**config.mk**
```make
export PLATFORM = sky130hd
export DESIGN_NAME = vendo_np
export DESIGN_NICKNAME = d
export VERILOG_FILES = /design/src/rtl/vendo_pkg.sv /design/src/rtl/vendo_coin_edge.sv /design/src/rtl/vendo_np.sv
export SDC_FILE = /design/constraint.sdc
export NUM_CORES = 1
export LEC_CHECK = 0
export BUFFER_PORTS_ARGS = -buffer_cell sky130_fd_sc_hd__buf_2
export CAP_MARGIN = 20
export CORE_MARGIN = 3
export CORE_UTILIZATION = 50
export DETAILED_ROUTE_END_ITERATION = 7
export GPL_TIMING_DRIVEN = 1
export PLACE_DENSITY_LB_ADDON = 0.08
export SLEW_MARGIN = 25
export SYNTH_ARGS = -nofsm -noshare
export SYNTH_HDL_FRONTEND = slang
export SYNTH_SLANG_ARGS = --single-unit
```
**constraint.sdc**
```tcl
create_clock -name clk -period 3.3 [get_ports clk]
set_clock_uncertainty 0.1 [all_clocks]
set_input_delay 0.33 -clock clk [delete_from_list [all_inputs] [get_ports clk]]
set_output_delay 0.33 -clock clk [all_outputs]
set_load 0.01 [all_outputs]
```
**src/rtl/vendo_pkg.sv**
```systemverilog
// ---------------------------------------------------------------------------
// vendo_pkg
//   Shared definitions for the parametrised vending controller.
//   - vendo_state_e : 3-bit FSM state codes exported on the cstate debug port
//   - VAL_P1/P5/P10 : face value in pesos of each accepted coin
//   - coin_value()  : peso value of a set of coin edges seen on one clock edge
//
//   Configuration macro: VENDO_REFUND_EN (consumed by vendo_np, see there).
// ---------------------------------------------------------------------------
package vendo_pkg;

    // State codes. Codes 4..7 are illegal and recover to ST_IDLE.
    typedef enum logic [2:0] {
        ST_IDLE   = 3'd0,
        ST_CREDIT = 3'd1,
        ST_DISP   = 3'd2,
        ST_CHANGE = 3'd3
    } vendo_state_e;

    localparam int VAL_P1  = 1;
    localparam int VAL_P5  = 5;
    localparam int VAL_P10 = 10;

    // Sum of the coins detected on one edge. All three at once gives 16, so
    // the result needs 5 bits; callers widen it to their own datapath.
    function automatic logic [4:0] coin_value(input logic f1,
                                              input logic f5,
                                              input logic f10);
        logic [4:0] v;
        v = 5'd0;
        if (f1)  v = v + 5'(VAL_P1);
        if (f5)  v = v + 5'(VAL_P5);
        if (f10) v = v + 5'(VAL_P10);
        return v;
    endfunction

endpackage

```
**src/rtl/vendo_coin_edge.sv**
```systemverilog
// ---------------------------------------------------------------------------
// vendo_coin_edge
//   Falling-edge detector for one active-low, idle-high input (coin slot or
//   refund button). The previous sample resets to 1 so an input that is
//   already low when reset releases is seen as a fresh press.
//
//   Ports
//     clk      in  1  system clock, rising edge
//     reset_n  in  1  asynchronous active-low reset
//     din      in  1  active-low input, idle high
//     fall     out 1  combinational: din is 0 now and was 1 at the last edge
//
//   fall is combinational so the consuming logic acts on the same edge that
//   first samples the low level; holding din low yields a single fall.
// ---------------------------------------------------------------------------
module vendo_coin_edge (
    input  logic clk,
    input  logic reset_n,
    input  logic din,
    output logic fall
);

    logic prev_q;

    always_ff @(posedge clk or negedge reset_n) begin
        if (!reset_n) begin
            prev_q <= 1'b1;
        end else begin
            prev_q <= din;
        end
    end

    assign fall = prev_q & ~din;

endmodule

```
**src/rtl/vendo_np.sv**
```systemverilog
// ---------------------------------------------------------------------------
// vendo_np
//   Vending controller with a parametrised price. Accumulates 1/5/10-peso
//   coins, vends one item once credit reaches PRICE, then pays back any excess
//   as one-cycle 1-peso change pulses.
//
//   Parameters
//     PRICE  item price in pesos, 1 .. 2**CW-1
//     CW     credit width, >= 4 so a 10-peso coin fits
//
//   Ports
//     clk       in   1   system clock, rising edge
//     reset_n   in   1   asynchronous active-low reset
//     p1        in   1   1-peso coin, active-low
//     p5        in   1   5-peso coin, active-low
//     p10       in   1   10-peso coin, active-low
//     refund_n  in   1   refund button, active-low (only acts with VENDO_REFUND_EN)
//     disp      out  1   dispense strobe, one cycle per vend
//     change    out  1   one cycle per 1-peso coin returned
//     reject    out  1   registered one-cycle pulse when a coin is not credited
//     credit    out  CW  current credit in pesos
//     cstate    out  3   FSM state code (vendo_state_e)
//
//   Configuration macro
//     VENDO_REFUND_EN  when defined, a refund_n press while in CREDIT returns
//                      the whole credit as change. When undefined refund_n is
//                      ignored but the port remains so the pinout is stable.
//
//   Timing: a coin first sampled low at edge N updates credit/state at edge N;
//   disp and change are decoded from the registered state, so a coin that
//   reaches the price gives disp=1 during the cycle after edge N.
// ---------------------------------------------------------------------------
module vendo_np
    import vendo_pkg::*;
#(
    parameter int PRICE = 2,
    parameter int CW    = 4
) (
    input  logic          clk,
    input  logic          reset_n,
    input  logic          p1,
    input  logic          p5,
    input  logic          p10,
    input  logic          refund_n,
    output logic          disp,
    output logic          change,
    output logic          reject,
    output logic [CW-1:0] credit,
    output logic [2:0]    cstate
);

    // One extra bit on the sum exposes overflow past 2**CW-1. Since CW >= 4,
    // the largest coin sum (16) also fits in CW+1 bits.
    localparam int SW = CW + 1;

    localparam logic [SW-1:0] PRICE_S = SW'(PRICE);
    localparam logic [CW-1:0] PRICE_C = CW'(PRICE);
    localparam logic [CW-1:0] ONE_C   = CW'(1);
    localparam logic [CW-1:0] ZERO_C  = '0;

`ifdef VENDO_REFUND_EN
    localparam logic REFUND_EN = 1'b1;
`else
    localparam logic REFUND_EN = 1'b0;
`endif

    // -----------------------------------------------------------------------
    // Input edge detection
    // -----------------------------------------------------------------------
    logic f1, f5, f10, refund_fall;

    vendo_coin_edge u_edge_p1 (
        .clk     (clk),
        .reset_n (reset_n),
        .din     (p1),
        .fall    (f1)
    );

    vendo_coin_edge u_edge_p5 (
        .clk     (clk),
        .reset_n (reset_n),
        .din     (p5),
        .fall    (f5)
    );

    vendo_coin_edge u_edge_p10 (
        .clk     (clk),
        .reset_n (reset_n),
        .din     (p10),
        .fall    (f10)
    );

    vendo_coin_edge u_edge_refund (
        .clk     (clk),
        .reset_n (reset_n),
        .din     (refund_n),
        .fall    (refund_fall)
    );

    logic any_coin;
    logic refund_go;

    assign any_coin  = f1 | f5 | f10;
    assign refund_go = refund_fall & REFUND_EN;

    // -----------------------------------------------------------------------
    // Credit arithmetic
    // -----------------------------------------------------------------------
    logic [SW-1:0] coin_sum;
    logic [SW-1:0] credit_sum;
    logic          overflow;

    vendo_state_e  state_q, state_d;
    logic [CW-1:0] credit_q, credit_d;
    logic          reject_q, reject_d;

    assign coin_sum   = SW'(coin_value(f1, f5, f10));
    assign credit_sum = {1'b0, credit_q} + coin_sum;
    assign overflow   = credit_sum[CW];

    // -----------------------------------------------------------------------
    // State / datapath registers
    // -----------------------------------------------------------------------
    always_ff @(posedge clk or negedge reset_n) begin
        if (!reset_n) begin
            state_q  <= ST_IDLE;
            credit_q <= '0;
            reject_q <= 1'b0;
        end else begin
            state_q  <= state_d;
            credit_q <= credit_d;
            reject_q <= reject_d;
        end
    end

    // -----------------------------------------------------------------------
    // Next-state and datapath logic
    // -----------------------------------------------------------------------
    always_comb begin
        state_d  = state_q;
        credit_d = credit_q;
        reject_d = 1'b0;

        case (state_q)
            ST_IDLE, ST_CREDIT: begin
                if (any_coin) begin
                    if (overflow) begin
                        // The whole edge's worth of coins is turned away and
                        // the machine keeps waiting where it was.
                        reject_d = 1'b1;
                    end else begin
                        credit_d = credit_sum[CW-1:0];
                        state_d  = (credit_sum >= PRICE_S) ? ST_DISP : ST_CREDIT;
                    end
                end
                // Refund acts after any coin on the same edge has been added,
                // so that coin comes back too. CREDIT always holds >= 1 peso,
                // so the change train is never empty.
                if ((state_q == ST_CREDIT) && refund_go) begin
                    state_d = ST_CHANGE;
                end
            end

            ST_DISP: begin
                reject_d = any_coin;
                credit_d = credit_q - PRICE_C;
                state_d  = (credit_q > PRICE_C) ? ST_CHANGE : ST_IDLE;
            end

            ST_CHANGE: begin
                reject_d = any_coin;
                if (credit_q == ZERO_C) begin
                    // Unreachable in normal operation; avoid wrapping around.
                    state_d = ST_IDLE;
                end else begin
                    credit_d = credit_q - ONE_C;
                    state_d  = (credit_q == ONE_C) ? ST_IDLE : ST_CHANGE;
                end
            end

            default: begin
                state_d = ST_IDLE;
            end
        endcase
    end

    // -----------------------------------------------------------------------
    // Outputs
    // -----------------------------------------------------------------------
    assign disp   = (state_q == ST_DISP);
    assign change = (state_q == ST_CHANGE);
    assign reject = reject_q;
    assign credit = credit_q;
    assign cstate = state_q;

endmodule

```
Yosys cells after proc, flatten, opt, wreduce, memory -nomap -nowiden
Index checks and enable logic that the tools add are counted.
- flip-flop bits (word level): 11
- input bits: 6
- output and inout bits: 10
- word-level logic and storage cells: 52
- $lt $le $gt $ge: 2
- reduce and logical (&&, ||, !) cells: 7
- bitwise operators: 8
- multiplexer cells: 17
- add/subtract/negate cells: 5
- eq/ne operators: 7
- operators with widths (kind ; count):
    $mux W4 ; 4
    $pmux W4 S3 ; 1
    $pmux W3 S3 ; 1
    $mux W2 ; 4
    $eq A3 B2 Y1 const B ; 2
    $mux W3 ; 2
    $ne A2 B2 Y1 const B ; 3
    $add A4 B5 Y5 ; 1
    $add A5 B4 Y5 const B ; 1
    $ge A5 B2 Y1 const B ; 1
    $mux W5 ; 1
    $add A1 B3 Y4 const B ; 1
    $eq A4 B1 Y1 const B ; 1
    $gt A4 B2 Y1 const B ; 1
    $logic_not A4 Y1 ; 1
    $reduce_and A4 Y1 ; 1
    $reduce_or A2 Y1 ; 2
    $sub A4 B1 Y4 const B ; 1
    $sub A4 B2 Y4 const B ; 1
    $and A1 B1 Y1 ; 3
    $eq A3 B1 Y1 const B ; 1
    $logic_not A3 Y1 ; 1
    $mux W1 ; 3
    $not A1 Y1 ; 3
    4 further kinds ; 5

Longest topological paths before layout
Gate-level depths: netlist of run 1.
- depth after elaboration: 13
- mapped depth: 11
- gate-level depth less buffers: 11

By module
A second synthesis of run 1 with hierarchy kept.
- cells, all modules: 102
- area, all modules: 942.2 µm²
- by module, submodules not included (module ; cells an instance ; area each (µm²) ; seq. area each (µm²) ; times used):
    vendo_np ; 96 ; 822.0 ; 175.2 ; 1
    vendo_coin_edge ; 2 ; 40.0 ; 26.3 ; 3

Worst setup path before layout of run 1
Ideal clock, no wire load.
- path type: reg-to-reg
- start: register u_edge_p1.prev_q
- end: register state_q[0] (netlist: cstate[0])
- setup slack: 0.402 ns
- stages on the path, launching flop included: 11
- arrival: 2.716 ns
- buffers on the path: 0
- path through: dfstp_2 nand2b_1 ha_1 inv_1 ha_1 fa_1 a21o_1 a2111oi_4 a211oi_2 or3_1 a31oi_1
- word-level cells in the longest chain between the ends: 12
- elaborated cells between the ends (all ways): 17
- RTL lines (what ; line ; RTL):
    from (decl) ; vendo_coin_edge.sv:23 ; logic prev_q;
    from (signal assigned) ; vendo_coin_edge.sv:29 ; prev_q <= din;
    $and A1 B1 Y1 * ; vendo_coin_edge.sv:33 ; assign fall = prev_q & ~din;
    $mux W1 ; vendo_pkg.sv:31 ; if (f1) v = v + 5'(VAL_P1);
    $add A1 B3 Y4 ; vendo_pkg.sv:32 ; if (f5) v = v + 5'(VAL_P5);
    $mux W4 ; vendo_pkg.sv:32 ;
    $add A5 B4 Y5 ; vendo_pkg.sv:33 ; if (f10) v = v + 5'(VAL_P10);
    $mux W5 ; vendo_pkg.sv:33 ;
    $add A4 B5 Y5 ; vendo_np.sv:118 ; assign credit_sum = {1'b0, credit_q} + coin_sum;
    $ge A5 B2 Y1 ; vendo_np.sv:153 ; state_d = (credit_sum >= PRICE_S) ? ST_DISP : ST_CREDIT;
    $mux W2 ; vendo_np.sv:153 ;
    $mux W3 ; vendo_np.sv:147 ; if (overflow) begin
    $mux W3 ; vendo_np.sv:146 ; if (any_coin) begin
    $pmux W3 S3 ; vendo_np.sv:144 ; case (state_q)
    to (signal assigned) ; vendo_np.sv:130 ; state_q <= state_d;
    to (decl) ; vendo_np.sv:113 ; vendo_state_e state_q, state_d;
Mark *: on every way between the ends. The rest lies on a longest branch, timed or not. The select of a mux whose other input is x is not followed.
A chain may end at the register's enable or synchronous reset.

Worst setup path after layout of run 1
Ends and elaborated chain as after synthesis.

==> results.py, run 1 <==
metrics = {
    "critical_path": {
        "r2r_setup_slack_ps": 160,
        "end_kind": "flop",
        "cp_cell_sequence": "nand2b_1 > ha_1 > inv_1 > ha_1 > fa_1 > a21o_1 > a2111oi_4 > a211oi_2 > or3_1 > a31oi_1",
        "crit_required_ps": 3400,
        "cp.arrival_ps": 3240,
        "max_stage_delay_ps": 560,
        "start_kind": "flop",
        "critPathMaxFanout": 6,
        "critPathKind": "flop to flop",
        "cp_common_cell": "ha_1",
        "crit_slowest_cell": "dfstp_2",
    },
    "timing": {
        "timing.fmax_ghz": 0.319,
        "finalHoldViolCount": 0,
        "layout_min_cycle_time_ps": 3140,
        "fin_tns_setup_ps": 0,
        "setup_ws_ps": 165,
        "max-slew-margin-rel_pct": 59.3,
        "finalCritPeriodShare_pct": 95.0,
        "worst_pin_slew_ps": 609,
        "report.final.slew_viol_count": 0,
        "setup_viol": 0,
        "rsz0062_at_grt": "no",
    },
    "min_path": {
        "worstHoldPathType": "input pin to flop",
    },
    "global_route": {
        "grt_util_all_layers_pct": 17.8,
        "groute.layer.met2.usage_pct": 26.1,
        "grt_overflow": 0,
        "antenna_found_initial": 0,
        "met3_usage_pct": 7.06,
        "grt_pass1_vias": 720,
        "grt_first_pass_wirelength_mm": 3.18,
        "grt_start_max_net_pins": 11,
        "grt-busiest-layer": "met2",
        "grt_use_met1_pct": 22.3,
    },
    "logic_synthesis": {
        "synth_compound_area_share_pct": 24.1,
        "synthTopCellsByArea": "dfrtp_1 20%, ha_1 17%, dfstp_2 8.8%",
        "synth_fa_ha_area_share_pct": 19.0,
        "yosysWarnings": 0,
        "synth_top_family_by_area": "compound AO/OA/AOI/OAI gates",
        "synthXorXnorAreaFrac_pct": 4.88,
        "muxShareOfSynthArea_pct": 2.23,
        "netlist_instances": 98,
        "synth_sequential_area_ratio_pct": 28.3,
        "avgSynthCellArea_um2": 9.15,
        "ys_seq_elements": 10,
        "yosys.area.top_type": "dfrtp_1",
        "syn_nets": 117,
        "synth_cell_types": 36,
        "synth_top_area_share_pct": 19.5,
        "syn_area_um2": 897,
        "yosys.area_share.simple_pct": 16.5,
    },
    "clock_tree": {
        "cts_buffers": 3,
        "cts.sinks": 10,
        "cts_tree": "built",
        "cts_buffer_depth": 2,
        "cts_resized": 0,
        "clkTransAtPathRegs_ps": 60,
        "root_buffer": "clkbuf_4",
        "h-tree-depth": 1,
        "clk_latency_ps": 270,
    },
    "placed_design": {
        "port_buffers": 13,
        "gp_congestion": 0.846,
        "postPlaceCellArea_um2": 985,
        "pre_cts_ws_ps": 181,
        "hpwl_mm": 1.45,
    },
    "floorplanning": {
        "start_util_pct": 56.3,
        "die_h_um": 48.4,
        "core_region_area_um2": 1590,
        "die-area_um2": 2340,
        "num_rows": 14,
        "die_w_um": 48.4,
        "io_pins": 16,
    },
    "layout": {
        "fin_nets": 134,
        "drive_gt1_share_pct": 22.8,
        "syn_to_final_growth_pct": 14.9,
        "final_cell_mix": "13 x buf_2, 12 x ha_1, 10 x a21oi_1",
        "final_common_cell": "buf_2",
        "stdcell_area_um2": 1030,
        "post-route-util_pct": 64.7,
        "antennaDiodeCount": 0,
    },
    "power": {
        "power_uw": 908,
        "powerDensity_nw_per_um2": 881,
        "p_leak_nw": 0.492,
        "peakVddDrop_v": 0.000622,
    },
    "detailed_routing": {
        "wirelength_mm": 1.85,
        "first_iter_violations": 18,
        "drc_errors": 0,
        "ant_nets": 0,
        "wire_per_inst_um": 13.4,
        "vias": 733,
        "viasPerCell": 5.31,
        "drt_pass1_iterations": 4,
    },
    "status": {
        "status": "completed",
    },
    "run": {
        "maxCapViolCount": 0,
    },
}
==> where the power goes <==
group	total (mW)	internal, mW	switching [mW]
clock	0.112	0.0672	0.0449
sequential	0.241	0.169	0.0728
combinational	0.554	0.248	0.307
==> routing by layer <==
layer	vias to the layer above	share of wire [%]
met5	-	0
met4	0	2.4
met3	7	5.7
met2	20	43
met1	329	49
li1	377	-
==> cell usage after synthesis <==
| cell type | instances |
|---|---|
| ha_1 | 12 |
| a21oi_1 | 10 |
| nor2_1 | 9 |
| dfrtp_1 | 7 |
| inv_1 | 7 |
| nand2_1 | 7 |
| xnor2_1 | 4 |
| a31oi_1 | 3 |
| dfstp_2 | 3 |
| nand2b_1 | 3 |
| o21ai_0 | 3 |
| a211oi_2 | 2 |
| a21o_1 | 2 |
| clkbuf_1 | 2 |
| mux2i_1 | 2 |
| nand3_1 | 2 |
| a2111oi_1 | 1 |
| a2111oi_4 | 1 |
| a211oi_1 | 1 |
| a22oi_1 | 1 |
| a2bb2oi_1 | 1 |
| and4bb_4 | 1 |
| buf_4 | 1 |
| conb_1 | 1 |
| fa_1 | 1 |
| nand3b_1 | 1 |
| nand4bb_1 | 1 |
| nor2b_1 | 1 |
| nor3_1 | 1 |
| o21bai_1 | 1 |
| o22a_1 | 1 |
| o22ai_1 | 1 |
| o2bb2ai_1 | 1 |
| or2_2 | 1 |
| or3_1 | 1 |
| xor2_1 | 1 |
==> path summary, 6_finish.rpt <==
| kind | to | from | depth (start not counted) |
|---|---|---|---|
| worst max-delay path | cstate[0] | u_edge_p1.prev_q | 10 |
| worst min-delay path | u_edge_p10.prev_q | p10 | 1 |
| worst max register to register | cstate[0] | u_edge_p1.prev_q | 10 |
| worst min register to register | credit[1] | credit[1] | 1 |
| max in group asynchronous | u_edge_p5.prev_q | reset_n | 2 |
| min in group asynchronous | credit[0] | reset_n | 2 |
==> flip-flops by register name (all words and copies together) (netlist names) <==
| name | cells |
|---|---|
| reject | 1 |
| u_edge_p10.prev_q | 1 |
| u_edge_p5.prev_q | 1 |
| cstate | 2 |
| credit | 4 |
| u_edge_p1.prev_q | 1 |
==> stage by stage <==
stage / hold slack (ps) / instances
final: 69.7 / 138
after global routing: 52.4 / 138
after CTS: 57.1 / 138
after detailed placement: 108 / 133
after global placement: 104 / 133
after floorplan: -65.6 / 98
==> worst max-delay path, delay by kind of cell (launching register included) <==
| family | cells | cell delay (ps) |
|---|---|---|
| compound gates | 4 | 910 |
| fa+ha+maj | 3 | 950 |
| flops | 1 | 560 |
| simple gates | 2 | 490 |
| buf+inv | 1 | 40 |
==> layout make-up <==
| cell class | count | area (um2) |
|---|---|---|
| Multi-Input combinational cell | 78 | 602 |
| Tap cell | 24 | 30.0 |
| Clock buffer | 4 | 36.3 |
| Timing Repair Buffer | 15 | 82.6 |
| Inverter | 7 | 26.3 |
| Sequential cell | 10 | 254 |
| Fill cell | 150 | 563 |
==> cell families after synthesis <==
group / count (synthesis)
and+or+nand+nor: 28
xor gates and xnor gates: 5
AOI/OAI and AO/OA: 29
DFF: 10
buffers and inverters: 10
muxes: 2
other: 1
adders and majority gates: 13
==> repair_timing <==
| item | 4_1_cts | 5_1_grt |
|---|---|---|
| endpoints found under the hold margin | 7 | 0 |
| endpoints found under the setup margin | 0 | 0 |
| setup buffers | 0 | 0 |
| hold buffers | 1 | 0 |
Power figures use the tool's default switching activity.
==> inputs of run 2 (changes only) <==
--- a/config.mk
+++ b/config.mk
@@ -5,13 +5,13 @@
 export SDC_FILE = /design/constraint.sdc
 export NUM_CORES = 1
 export LEC_CHECK = 0
-export BUFFER_PORTS_ARGS = -buffer_cell sky130_fd_sc_hd__buf_2
+export BUFFER_PORTS_ARGS = -buffer_cell sky130_fd_sc_hd__buf_4
 export CAP_MARGIN = 20
-export CORE_MARGIN = 3
+export CORE_MARGIN = 2
 export CORE_UTILIZATION = 50
 export DETAILED_ROUTE_END_ITERATION = 7
 export GPL_TIMING_DRIVEN = 1
-export PLACE_DENSITY_LB_ADDON = 0.08
+export PLACE_DENSITY = 0.73
 export SLEW_MARGIN = 25
 export SYNTH_ARGS = -nofsm -noshare
 export SYNTH_HDL_FRONTEND = slang
==> run 2 against run 1 <==
Net effect:
- first-iteration DRC count shrank 28%
- combinational power increased by 3%
- clock power increased by 11%
- setup slack gained 46 ps
- hold slack worse by 11 ps
- register-to-register slack improved by 50 ps
- total power increased by 3.7%
- maximum frequency is 1.5% higher
- final cell count unchanged
==> results.py, run 2 (synthesis gave the netlist of run 1 again) <==
metrics = {
    "status": {
        "status": "completed",
    },
    "global_route": {
        "grt_first_pass_wirelength_mm": 3.12,
        "grt_pass1_vias": 715,
        "grt_overflow": 0,
        "grt_start_max_net_pins": 11,
        "grt_util_all_layers_pct": 20.7,
        "antenna_found_initial": 0,
    },
    "placed_design": {
        "port_buffers": 13,
        "hpwl_mm": 1.41,
        "gp_congestion": 0.825,
    },
    "timing": {
        "finalHoldViolCount": 0,
        "fin_tns_setup_ps": 0,
        "worst_pin_slew_ps": 618,
        "setup_viol": 0,
        "finalCritPeriodShare_pct": 93.6,
        "report.final.slew_viol_count": 0,
        "layout_min_cycle_time_ps": 3090,
        "rsz0062_at_grt": "no",
        "max-slew-margin-rel_pct": 58.7,
        "timing.fmax_ghz": 0.324,
    },
    "layout": {
        "syn_to_final_growth_pct": 17.9,
        "final_common_cell": "buf_4",
        "fin_nets": 133,
        "final_cell_mix": "13 x buf_4, 12 x ha_1, 10 x a21oi_1",
        "register_area_um2": 254,
        "drive_gt1_share_pct": 22.1,
        "largest_register_ffs": 4,
        "multiInputGateArea_um2": 602,
        "fillers": 144,
        "antennaDiodeCount": 0,
    },
    "critical_path": {
        "end_kind": "flop",
        "critPathKind": "flop to flop",
        "max_stage_delay_ps": 560,
        "crit_slowest_cell": "dfstp_2",
        "cp.arrival_ps": 3210,
        "start_kind": "flop",
        "critPathMaxFanout": 6,
        "cp_cell_sequence": "nand2b_1 > ha_1 > inv_1 > ha_1 > fa_1 > a21o_1 > a2111oi_4 > a211oi_2 > or3_1 > a31oi_1",
        "critPathTopFamily": "adder cells",
        "cp_common_cell": "ha_1",
        "crit_required_ps": 3420,
        "crit_buf_inv": 1,
    },
    "floorplanning": {
        "num_rows": 15,
        "io_pins": 16,
        "die-area_um2": 2150,
        "die_h_um": 46.4,
        "start_util_pct": 52.5,
        "die_w_um": 46.4,
        "core_region_area_um2": 1710,
    },
    "power": {
        "peakVddDrop_v": 0.000552,
        "powerDensity_nw_per_um2": 890,
        "power_uw": 941,
        "p_leak_nw": 0.499,
    },
    "detailed_routing": {
        "drt_pass1_iterations": 4,
        "wirelength_mm": 1.85,
        "vias": 764,
        "viasPerCell": 5.54,
        "ant_nets": 0,
        "wire_per_inst_um": 13.4,
        "first_iter_violations": 13,
        "drc_errors": 0,
    },
    "clock_tree": {
        "cts.sinks": 10,
        "clkTransAtPathRegs_ps": 80,
        "cts_resized": 0,
        "cts_buffer_depth": 2,
        "cts_buffers": 3,
        "root_buffer": "clkbuf_4",
        "clk_latency_ps": 290,
        "h-tree-depth": 1,
        "cts_tree": "built",
    },
    "min_path": {
        "worstHoldPathType": "input pin to flop",
    },
    "run": {
        "maxCapViolCount": 0,
    },
}
==> run 2: cell types whose count changed in the layout (fill, tap and decap cells not counted), sizes merged <==
cell,before,now
buf,14,13
==> run 2: repair_timing <==
item                      CTS  global route
hold buffers                1             0
buffers inserted            0             0
hold endpoints to repair   10             0
==> run 2: final timing paths <==
path                             startpoint                end  slack, ps  depth (start not counted)
hold reg to reg                   credit[2]          credit[2]        600                          2
hold / removal                          p10  u_edge_p10.prev_q         60                          1
setup / recovery           u_edge_p1.prev_q          cstate[0]        210                         10
max in group asynchronous           reset_n  u_edge_p10.prev_q       2580                          2
min in group asynchronous           reset_n          credit[0]        290                          2
setup reg to reg           u_edge_p1.prev_q          cstate[0]        210                         10
==> run 2: power by group <==
part | switching, mW | total (mW) | internal (mW)
clock network | 0.0569 | 0.124 | 0.0673
registers | 0.0754 | 0.244 | 0.168
logic | 0.304 | 0.573 | 0.270
==> run 2: layout make-up <==
class / count / area share, %
Tap cell: 25 / 2.96
Clock buffer: 4 / 3.43
Multi-Input combinational cell: 78 / 56.9
Inverter: 7 / 2.49
Sequential cell: 10 / 24.0
Timing Repair Buffer: 14 / 10.2
==> run 2: through the flow <==
stage | util, % | instances | area [um2] | setup slack (ps) | hold slack (ps)
final | 61.9 | 138 | 1060 | 211 | 58.6
after global routing | 61.9 | 138 | 1060 | 45.1 | 63.4
after CTS | 61.9 | 138 | 1060 | 210 | 63.0
after detailed placement | 59.2 | 133 | 1010 | 225 | 71.1
after global placement | 59.2 | 133 | 1010 | 247 | 67.4
after floorplan | - | 98 | 897 | 402 | -65.6
==> run 2: worst register-to-register path, stage by stage (launching register included) <==
cell	delay, ps
dfstp_2	560
nand2b_1	90
ha_1	290
inv_1	40
ha_1	200
fa_1	430
a21o_1	220
a2111oi_4	400
a211oi_2	130
or3_1	400
a31oi_1	160
==> run 2: per-layer routing <==
metal	up-vias	part of all wire [%]	track usage, %
li1	377	-	-
met1	364	50	29.1
met2	18	44	31.1
met3	5	4.6	3.53
met4	0	2.2	8.57
met5	-	0	0
==> inputs of run 3 (changes only) <==
--- a/config.mk
+++ b/config.mk
@@ -11,7 +11,7 @@
 export CORE_UTILIZATION = 50
 export DETAILED_ROUTE_END_ITERATION = 7
 export GPL_TIMING_DRIVEN = 1
-export PLACE_DENSITY = 0.73
+export PLACE_DENSITY = 0.8
 export SLEW_MARGIN = 25
 export SYNTH_ARGS = -nofsm -noshare
 export SYNTH_HDL_FRONTEND = slang
==> constraint.sdc (replaced) <==
create_clock -name clk -period 3.6 [get_ports clk]
set_clock_uncertainty 0.1 [all_clocks]
set_input_delay 0.36 -clock clk [delete_from_list [all_inputs] [get_ports clk]]
set_output_delay 0.36 -clock clk [all_outputs]
set_load 0.01 [all_outputs]
==> run 3 against run 2 <==
Net effect:
- sequential share of layout area unchanged
- combinational power down 9.1%
- register-to-register slack better by 310 ps
- clock-buffer cell count unchanged
- total power down 10%
- clock power down 19%
- non-clock buffer count unchanged
- sequential power down 8.2%
- highest routed layer unchanged
==> results.py, run 3 (synthesis gave the netlist of run 1 again) <==
metrics = {
    "status": {
        "status": "completed",
    },
    "layout": {
        "final_cell_mix": "13 x buf_4, 12 x ha_1, 10 x a21oi_1",
        "antennaDiodeCount": 0,
        "final_common_cell": "buf_4",
        "fin_nets": 133,
        "syn_to_final_growth_pct": 17.9,
        "multiInputGateArea_um2": 602,
        "drive_gt1_share_pct": 22.1,
        "largest_register_ffs": 4,
        "fillers": 154,
        "register_area_um2": 254,
    },
    "detailed_routing": {
        "drc_errors": 0,
        "viasPerCell": 5.34,
        "ant_nets": 0,
        "wire_per_inst_um": 12.4,
        "first_iter_violations": 11,
        "drt_pass1_iterations": 4,
        "vias": 737,
        "wirelength_mm": 1.71,
    },
    "critical_path": {
        "critPathKind": "flop to flop",
        "start_kind": "flop",
        "crit_slowest_cell": "dfstp_2",
        "max_stage_delay_ps": 550,
        "crit_required_ps": 3690,
        "cp_common_cell": "ha_1",
        "cp.arrival_ps": 3170,
        "critPathMaxFanout": 6,
        "end_kind": "flop",
        "cp_cell_sequence": "nand2b_1 > ha_1 > inv_1 > ha_1 > fa_1 > a21o_1 > a2111oi_4 > a211oi_2 > or3_1 > a31oi_1",
    },
    "placed_design": {
        "gp_congestion": 0.830,
        "hpwl_mm": 1.34,
        "port_buffers": 13,
    },
    "global_route": {
        "grt_pass1_vias": 647,
        "antenna_found_initial": 0,
        "grt_start_max_net_pins": 11,
        "grt_util_all_layers_pct": 18.3,
        "grt_overflow": 0,
        "grt_first_pass_wirelength_mm": 2.81,
    },
    "power": {
        "power_uw": 845,
        "peakVddDrop_v": 0.000423,
        "powerDensity_nw_per_um2": 799,
        "p_leak_nw": 0.499,
    },
    "timing": {
        "finalCritPeriodShare_pct": 85.5,
        "max-slew-margin-rel_pct": 61.3,
        "timing.fmax_ghz": 0.325,
        "report.final.slew_viol_count": 0,
        "layout_min_cycle_time_ps": 3080,
        "rsz0062_at_grt": "no",
        "setup_viol": 0,
        "worst_pin_slew_ps": 579,
        "finalHoldViolCount": 0,
        "fin_tns_setup_ps": 0,
    },
    "clock_tree": {
        "clkTransAtPathRegs_ps": 70,
        "cts_tree": "built",
        "clk_latency_ps": 270,
        "cts_setup_buffers": 0,
        "cts_buffers": 3,
        "cts_buffer_depth": 2,
        "cts.sinks": 10,
        "root_buffer": "clkbuf_4",
        "h-tree-depth": 1,
    },
    "floorplanning": {
        "die_w_um": 46.4,
        "num_rows": 15,
        "core_region_area_um2": 1710,
        "die-area_um2": 2150,
        "io_pins": 16,
        "die_h_um": 46.4,
        "start_util_pct": 52.5,
    },
    "min_path": {
        "worstHoldPathType": "input pin to flop",
    },
    "run": {
        "maxCapViolCount": 0,
    },
}
[run 3: layout make-up]
class / instances / area share, %
Timing Repair Buffer: 14 / 10.2
Sequential cell: 10 / 24.0
Clock buffer: 4 / 3.43
Multi-Input combinational cell: 78 / 56.9
Inverter: 7 / 2.49
Tap cell: 25 / 2.96
[run 3: through the flow]
| stage | instance area [um2] | setup WS, ps | util, % | instances | hold WS, ps |
|---|---|---|---|---|---|
| 2_1_floorplan | 897 | 702 | - | 98 | -35.6 |
| 5_1_grt | 1060 | 393 | 61.9 | 138 | 89.6 |
| 3_3_place_gp | 1010 | 544 | 59.2 | 133 | 97.2 |
| 3_5_place_dp | 1010 | 517 | 59.2 | 133 | 97.9 |
| 6_report | 1060 | 522 | 61.9 | 138 | 108 |
| 4_1_cts | 1060 | 519 | 61.9 | 138 | 101 |
[run 3: worst max-delay path: cells and delay by family (launching register included)]
| family | cells | cell delay [ps] |
|---|---|---|
| AO/OA/AOI/OAI | 4 | 930 |
| flip-flops | 1 | 550 |
| buffers and inverters | 1 | 40 |
| AND/OR/NAND/NOR | 2 | 490 |
| adder cells (fa/ha/maj) | 3 | 910 |
[run 3: power breakdown]
part	switching (mW)	internal, mW	leakage, nW
Clock	0.0388	0.0614	0.0210
Combinational	0.275	0.246	0.367
Sequential	0.0694	0.154	0.111
Total	0.383	0.462	0.499
[run 3: what timing repair did]
item	CTS	global route
hold buffers	1	0
resized for setup	0	0
hold endpoints to repair	7	0
[run 3: path summary, 6_finish.rpt]
| path | endpoint | cells past startpoint | from | slack, ps |
|---|---|---|---|---|
| worst max-delay path | cstate[0] | 10 | u_edge_p1.prev_q | 520 |
| worst min-delay path | u_edge_p10.prev_q | 1 | p10 | 110 |
| worst max register to register | cstate[0] | 10 | u_edge_p1.prev_q | 520 |
| worst min register to register | credit[2] | 2 | credit[2] | 590 |
| max in group asynchronous | u_edge_p1.prev_q | 2 | reset_n | 2820 |
| min in group asynchronous | credit[1] | 2 | reset_n | 360 |
[run 3: routing by layer]
metal | part of all wire, % | GRT usage, % | wire length (um) | vias up
li1 | - | - | - | 378
met1 | 49 | 25.3 | 839 | 337
met2 | 46 | 28.1 | 786 | 20
met3 | 4.6 | 5.88 | 79 | 2
met4 | 0.41 | 3.43 | 7 | 0
met5 | 0 | 0 | 0 | -
